$ cat src/rtl/cen_mean_accumulator_if.sv
// Sample/mean bundle between the whitening front end, the mean accumulator and the
// centering subtractor.
interface cen_mean_accumulator_if #(
    parameter int W = 26
);
    logic         GO;
    logic         x_valid;
    logic [W-1:0] x1_in, x2_in, x3_in, x4_in;
    logic [W-1:0] res1, res2, res3, res4;
    logic         En;
    logic         done;
    logic         busy;

    modport master (
        output GO, x_valid, x1_in, x2_in, x3_in, x4_in,
        input  res1, res2, res3, res4, En, done, busy
    );

    modport slave (
        input  GO, x_valid, x1_in, x2_in, x3_in, x4_in,
        output res1, res2, res3, res4, En, done, busy
    );
endinterface

$ cat src/rtl/cen_mean_accumulator.sv
// Per-channel block mean over N = 2^LOG2_N samples on four channels; means are held
// registered and only replaced on the single DIVIDE cycle.
module cen_mean_accumulator #(
    parameter int W      = 26,
    parameter int LOG2_N = 8
) (
    input  logic clk,
    input  logic rst,
    cen_mean_accumulator_if.slave bus
);
    localparam int NUM_LANES = 4;
    localparam int AW        = W + LOG2_N;

    typedef enum logic [1:0] {IDLE, ACCUM, DIVIDE} state_t;

    state_t                          state;
    logic [LOG2_N-1:0]               cnt;
    logic                            en_q, done_q, busy_q;
    logic [NUM_LANES-1:0][W-1:0]     x;
    logic [NUM_LANES-1:0][W-1:0]     res;
    logic                            clr, add, load;

    assign x = {bus.x4_in, bus.x3_in, bus.x2_in, bus.x1_in};

    assign clr  = (state == IDLE) && bus.GO;
    assign add  = (state == ACCUM) && bus.x_valid;
    assign load = (state == DIVIDE);

    // Counter wraps to zero on the Nth sample, so all-ones is the terminal count.
    always_ff @(posedge clk) begin
        if (rst) begin
            state  <= IDLE;
            cnt    <= '0;
            en_q   <= 1'b0;
            done_q <= 1'b0;
            busy_q <= 1'b0;
        end else begin
            done_q <= 1'b0;
            case (state)
                IDLE: begin
                    if (bus.GO) begin
                        cnt    <= '0;
                        busy_q <= 1'b1;
                        state  <= ACCUM;
                    end
                end
                ACCUM: begin
                    if (bus.x_valid) begin
                        cnt <= cnt + 1'b1;
                        if (cnt == '1) state <= DIVIDE;
                    end
                end
                DIVIDE: begin
                    done_q <= 1'b1;
                    en_q   <= 1'b1;
                    busy_q <= 1'b0;
                    state  <= IDLE;
                end
                default: state <= IDLE;
            endcase
        end
    end

    for (genvar k = 0; k < NUM_LANES; k++) begin : g_lane
        logic [AW-1:0] acc;
        logic [W-1:0]  mean;

        always_ff @(posedge clk) begin
            if (rst) begin
                acc  <= '0;
                mean <= '0;
            end else begin
                if (clr)      acc <= '0;
                else if (add) acc <= acc + AW'(x[k]);
                if (load)     mean <= acc[AW-1:LOG2_N];
            end
        end

        assign res[k] = mean;
    end

    assign bus.res1 = res[0];
    assign bus.res2 = res[1];
    assign bus.res3 = res[2];
    assign bus.res4 = res[3];
    assign bus.En   = en_q;
    assign bus.done = done_q;
    assign bus.busy = busy_q;
endmodule
$ cat src/flat_wrapper.sv
// flat-port wrapper written by rule: the top's interface ports become plain ports
module cen_mean_accumulator_flat 
#(
    parameter int W      = 26,
    parameter int LOG2_N = 8
)
  (clk, rst, bus_GO, bus_x_valid, bus_x1_in, bus_x2_in, bus_x3_in, bus_x4_in, bus_res1, bus_res2, bus_res3, bus_res4, bus_En, bus_done, bus_busy);
  cen_mean_accumulator_if #(.W(W)) bus_i ();
  input  logic clk;
  input  logic rst;
  input wire logic [$bits(bus_i.GO)-1:0] bus_GO;
  input wire logic [$bits(bus_i.x_valid)-1:0] bus_x_valid;
  input wire logic [$bits(bus_i.x1_in)-1:0] bus_x1_in;
  input wire logic [$bits(bus_i.x2_in)-1:0] bus_x2_in;
  input wire logic [$bits(bus_i.x3_in)-1:0] bus_x3_in;
  input wire logic [$bits(bus_i.x4_in)-1:0] bus_x4_in;
  output wire logic [$bits(bus_i.res1)-1:0] bus_res1;
  output wire logic [$bits(bus_i.res2)-1:0] bus_res2;
  output wire logic [$bits(bus_i.res3)-1:0] bus_res3;
  output wire logic [$bits(bus_i.res4)-1:0] bus_res4;
  output wire logic [$bits(bus_i.En)-1:0] bus_En;
  output wire logic [$bits(bus_i.done)-1:0] bus_done;
  output wire logic [$bits(bus_i.busy)-1:0] bus_busy;
  assign bus_i.GO = bus_GO;
  assign bus_i.x_valid = bus_x_valid;
  assign bus_i.x1_in = bus_x1_in;
  assign bus_i.x2_in = bus_x2_in;
  assign bus_i.x3_in = bus_x3_in;
  assign bus_i.x4_in = bus_x4_in;
  assign bus_res1 = bus_i.res1;
  assign bus_res2 = bus_i.res2;
  assign bus_res3 = bus_i.res3;
  assign bus_res4 = bus_i.res4;
  assign bus_En = bus_i.En;
  assign bus_done = bus_i.done;
  assign bus_busy = bus_i.busy;
  cen_mean_accumulator #(.W(W), .LOG2_N(LOG2_N)) u_core (.clk(clk), .rst(rst), .bus(bus_i));
endmodule
$ cat config.mk
export PLATFORM = sky130hd
export DESIGN_NAME = cen_mean_accumulator_flat
export DESIGN_NICKNAME = d
export VERILOG_FILES = /design/src/rtl/cen_mean_accumulator_if.sv /design/src/rtl/cen_mean_accumulator.sv /design/src/flat_wrapper.sv
export SDC_FILE = /design/constraint.sdc
export NUM_CORES = 1
export LEC_CHECK = 0
export BUFFER_PORTS_ARGS = -buffer_cell sky130_fd_sc_hd__buf_2
export CAP_MARGIN = 20
export CORE_UTILIZATION = 35
export CTS_BUF_LIST = sky130_fd_sc_hd__clkbuf_4 sky130_fd_sc_hd__clkbuf_8 sky130_fd_sc_hd__clkbuf_16
export DETAILED_ROUTE_END_ITERATION = 7
export GPL_TIMING_DRIVEN = 0
export PLACE_DENSITY = 0.65
export SLEW_MARGIN = 20
export SYNTH_ARGS = -nofsm -noshare
export SYNTH_HDL_FRONTEND = slang
export SYNTH_SLANG_ARGS = --single-unit
$ cat constraint.sdc
create_clock -name clk -period 6.6 [get_ports clk]
set_input_delay 1.32 -clock clk [delete_from_list [all_inputs] [get_ports clk]]
set_output_delay 1.32 -clock clk [all_outputs]
set_load 0.02 [all_outputs]
==> flow_summary.json <==
{
  "reg2reg_depth": 12,
  "min_from": "u_core.bus.En",
  "finalCritPeriodShare_pct": 61.76,
  "die_w_um": 199.7,
  "drc": 0,
  "ys_top_cells_by_count": "dfxtp_1 (253), nand2_1 (201), a21oi_1 (166)",
  "clkPwrFrac_pct": 46.4,
  "grt_usage_pct": 22.44,
  "critPathKind": "in -> reg",
  "synth_ff_type": "dfxtp_1",
  "ctsHtreeMaxLevel": 1,
  "hold_buffers": 0,
  "seqPwrFrac_pct": 41.4,
  "swShare_pct": 26.00,
  "p_int_mw": 2.801,
  "tightest_slew_ns": 1.152,
  "synth_seq_cells": 253,
  "yosysUniqueCellTypes": 61,
  "path_max_fanout": 4,
  "synth_nets": 1826,
  "dieArea_um2": 39860,
  "max_freq_mhz": 245.3,
  "setup_viol": 0,
  "power.density_nw_per_um2": 230.1,
  "via_per_inst": 5.452,
  "io_pins": 215,
  "period_needed_ns": 4.076,
  "wire_per_inst_um": 18.81,
  "dr.pass1.iters": 5,
  "synth-edff-count": 0,
  "setup_ws_ns": 2.524,
  "num_vias": 13060,
  "cts_tree": "yes",
  "grt_pass1_vias": 12400,
  "dpl.hpwl_um": 33710,
  "path_cells": "buf_2 -> ha_1 -> inv_1 -> fa_1 -> nand2b_1 -> a21oi_1 -> o221ai_1 -> o21ai_1 -> a311oi_1 -> o41ai_1 -> nand2_1 -> xor2_1 -> nor2_1",
  "post_cts_buffers": 0,
  "comb_power_share_pct": 12.2,
  "clk_latency_ns": 0.57,
  "final_max_slew_viol_count": 0,
  "use_met2_pct": 37.63,
  "grt_antenna_before_repair": 3,
  "grt_max_degree": 15,
  "leakage_nw": 7.220,
  "ant_nets": 0,
  "numCtsBuffers": 30,
  "drt-initial-drc-count": 883,
  "yosysTopAreaCellShare_pct": 37.04,
  "netlist_area_um2": 13670,
  "critical_path_arrival_ns": 4.51,
  "min_to": "u_core.bus.En",
  "critical_path_required_ns": 7.03,
  "root_buffer": "clkbuf_16",
  "endpoint_kind": "register",
  "clockBufferDepth": 3,
  "layout-drive-gt1-share_pct": 15.18,
  "tns_ns": 0,
  "ys_warn_count": 0,
  "area_delta_synth_final_pct": 20.30,
  "crit_path_top_delay_cell": "o41ai_1",
  "relSlewSlack_pct": 23.22,
  "synthTopCellsByArea": "dfxtp_1 (37%), ha_1 (9.6%), a22o_1 (6.7%)",
  "wl_um": 45040,
  "yosysSeqAreaShare_pct": 37.04,
  "port_buffers": 213,
  "gr-total-overflow": 0,
  "worstReg2RegStart": "u_core.g_lane[2].acc[0]",
  "rsz0062_at_grt": "no",
  "ir_drop_v": 0.0002099,
  "p_sw_mw": 0.9843,
  "synth_top_cell_by_area": "dfxtp_1",
  "place_ws_ns": 1.930,
  "path_clk_slew_ns": 0.06,
  "busiest_layer": "met2",
  "regToRegEndpoint": "u_core.g_lane[2].acc[30]",
  "core_region_area_um2": 38560,
  "use_met3_pct": 4.540,
  "n_antenna_cell": 0,
  "synth.most_common_cell": "dfxtp_1",
  "dieHeight_um": 199.7,
  "cpPeakStageDelay_ns": 0.75,
  "hold_viol_final": 0,
  "clock_skew_ns": 0.02207,
  "startpoint_type": "input pin",
  "rows": 72,
  "hold_class": "reg -> reg",
  "syn_inst": 1609,
  "async_flop_share_pct": 0,
  "outcome": "complete, no violations",
  "use_met1_pct": 28.49,
  "gp_routability_congestion": 0.9311,
  "avgSynthCellArea_um2": 8.499,
  "initial_utilization_pct": 35.47,
  "min_path_cells": 1,
  "max_cap_viol_count": 0,
  "cts_resized": 0,
  "ff2ff_setup_slack_ns": 3.06,
  "grt_first_pass_wirelength_um": 68720,
  "nNetsFinal": 2071,
  "clock-sinks": 253
}
[cell type report]
class | instances | area [um^2]
clock inverters | 9 | 127.6
flip-flops and latches | 253 | 5065
well taps | 518 | 648.1
multi-input cells | 1241 | 8180
clock buffers | 46 | 932.1
inverters | 34 | 127.6
fillers | 4015 | 22110
plain buffers | 81 | 304.0
repair buffers | 213 | 1066
[registers in the layout (all words and copies together) (netlist names)]
signal and cells:
u_core.cnt 8, u_core.bus.res1 26, u_core.bus.En 1, u_core.bus.busy 1
u_core.bus.res3 26, u_core.bus.res4 26, u_core.bus.res2 26, u_core.bus.done 1
u_core.state 2, u_core.g_lane.acc 136
[cells in the final DEF (no fill, tap or decap), types with 5 or more instances in the layout]
cell type | synthesis | final
a211oi_1 | 32 | 32
a21o_1 | 53 | 53
a21oi_1 | 166 | 166
a22o_1 | 104 | 104
a31o_2 | 5 | 5
a31oi_1 | 11 | 11
a41oi_1 | 8 | 8
and2_1 | 6 | 6
and3_1 | 20 | 20
buf_1 | 15 | 15
buf_2 | 0 | 213
clkbuf_1 | 66 | 66
clkbuf_16 | 0 | 31
clkbuf_4 | 0 | 8
clkbuf_8 | 0 | 7
dfxtp_1 | 253 | 253
ha_1 | 105 | 105
inv_1 | 33 | 33
nand2_1 | 201 | 201
nand2b_1 | 18 | 18
nand3_1 | 56 | 56
nand3b_1 | 6 | 6
nand4_1 | 23 | 23
nor2_1 | 88 | 87
nor2b_1 | 7 | 7
nor3_1 | 17 | 17
nor4_1 | 10 | 10
o211ai_1 | 12 | 12
o21a_1 | 12 | 12
o21ai_0 | 88 | 88
o21bai_1 | 7 | 7
or2_2 | 6 | 6
or3_1 | 19 | 19
or4_1 | 11 | 11
xnor2_1 | 38 | 38
xor2_1 | 54 | 54
[per-stage QoR]
step                util (%)  hold WS [ns]  cells  instance area [um^2]  power (mW)
global route           42.67        0.4756   2395                 16450       3.932
floorplan                  -        0.4356   1609                 13670       1.898
CTS                    42.67        0.4561   2395                 16450       3.818
detailed placement     39.92        0.4425   2340                 15390       2.054
finish                 42.67        0.4508   2395                 16450       3.785
global placement       39.91        0.4300   2340                 15390       2.047
[worst max path at each step]
stage	from	slack, ns	endpoint
CTS	bus_x3_in[0]	2.54	u_core.g_lane[2].acc[30]
finish	bus_x3_in[0]	2.52	u_core.g_lane[2].acc[30]
detailed placement	bus_x3_in[0]	1.93	u_core.g_lane[2].acc[30]
floorplan	bus_x3_in[0]	2.72	u_core.g_lane[2].acc[26]
global route	bus_x3_in[0]	2.12	u_core.g_lane[2].acc[32]
global placement	bus_x3_in[0]	1.96	u_core.g_lane[2].acc[30]
[cells by family after synthesis]
family	synth area share, %
AOI/OAI and AO/OA	26.25
and+or+nand+nor	17.38
DFF	37.04
buffers and inverters	3.157
adders and majority gates	10.19
xor gates and xnor gates	5.893
muxes	0.08234
[metal layers]
layer	up-vias	part of all wire (%)	wire [um]
met5	-	0.058	26
met4	4	3.1	1405
met3	81	7.4	3323
met2	433	47	20960
met1	6141	43	19320
li1	6399	-	-
[critical path: cells and delay by family]
kind | cells | cell delay [ns]
compound gates | 5 | 1.90
fa+ha+maj | 2 | 0.56
simple gates | 3 | 0.38
buf+inv | 2 | 0.17
xor+xnor | 1 | 0.16
[power by group through the flow]
| stage | sequential, mW | combinational (mW) | clock (mW) |
|---|---|---|---|
| after floorplan | 1.60 | 0.302 | 0 |
| after global routing | 1.57 | 0.508 | 1.85 |
| after detailed placement | 1.60 | 0.452 | 0 |
| after global placement | 1.60 | 0.446 | 0 |
| after CTS | 1.57 | 0.456 | 1.79 |
| final | 1.57 | 0.460 | 1.76 |
Power figures use the tool's default switching activity.
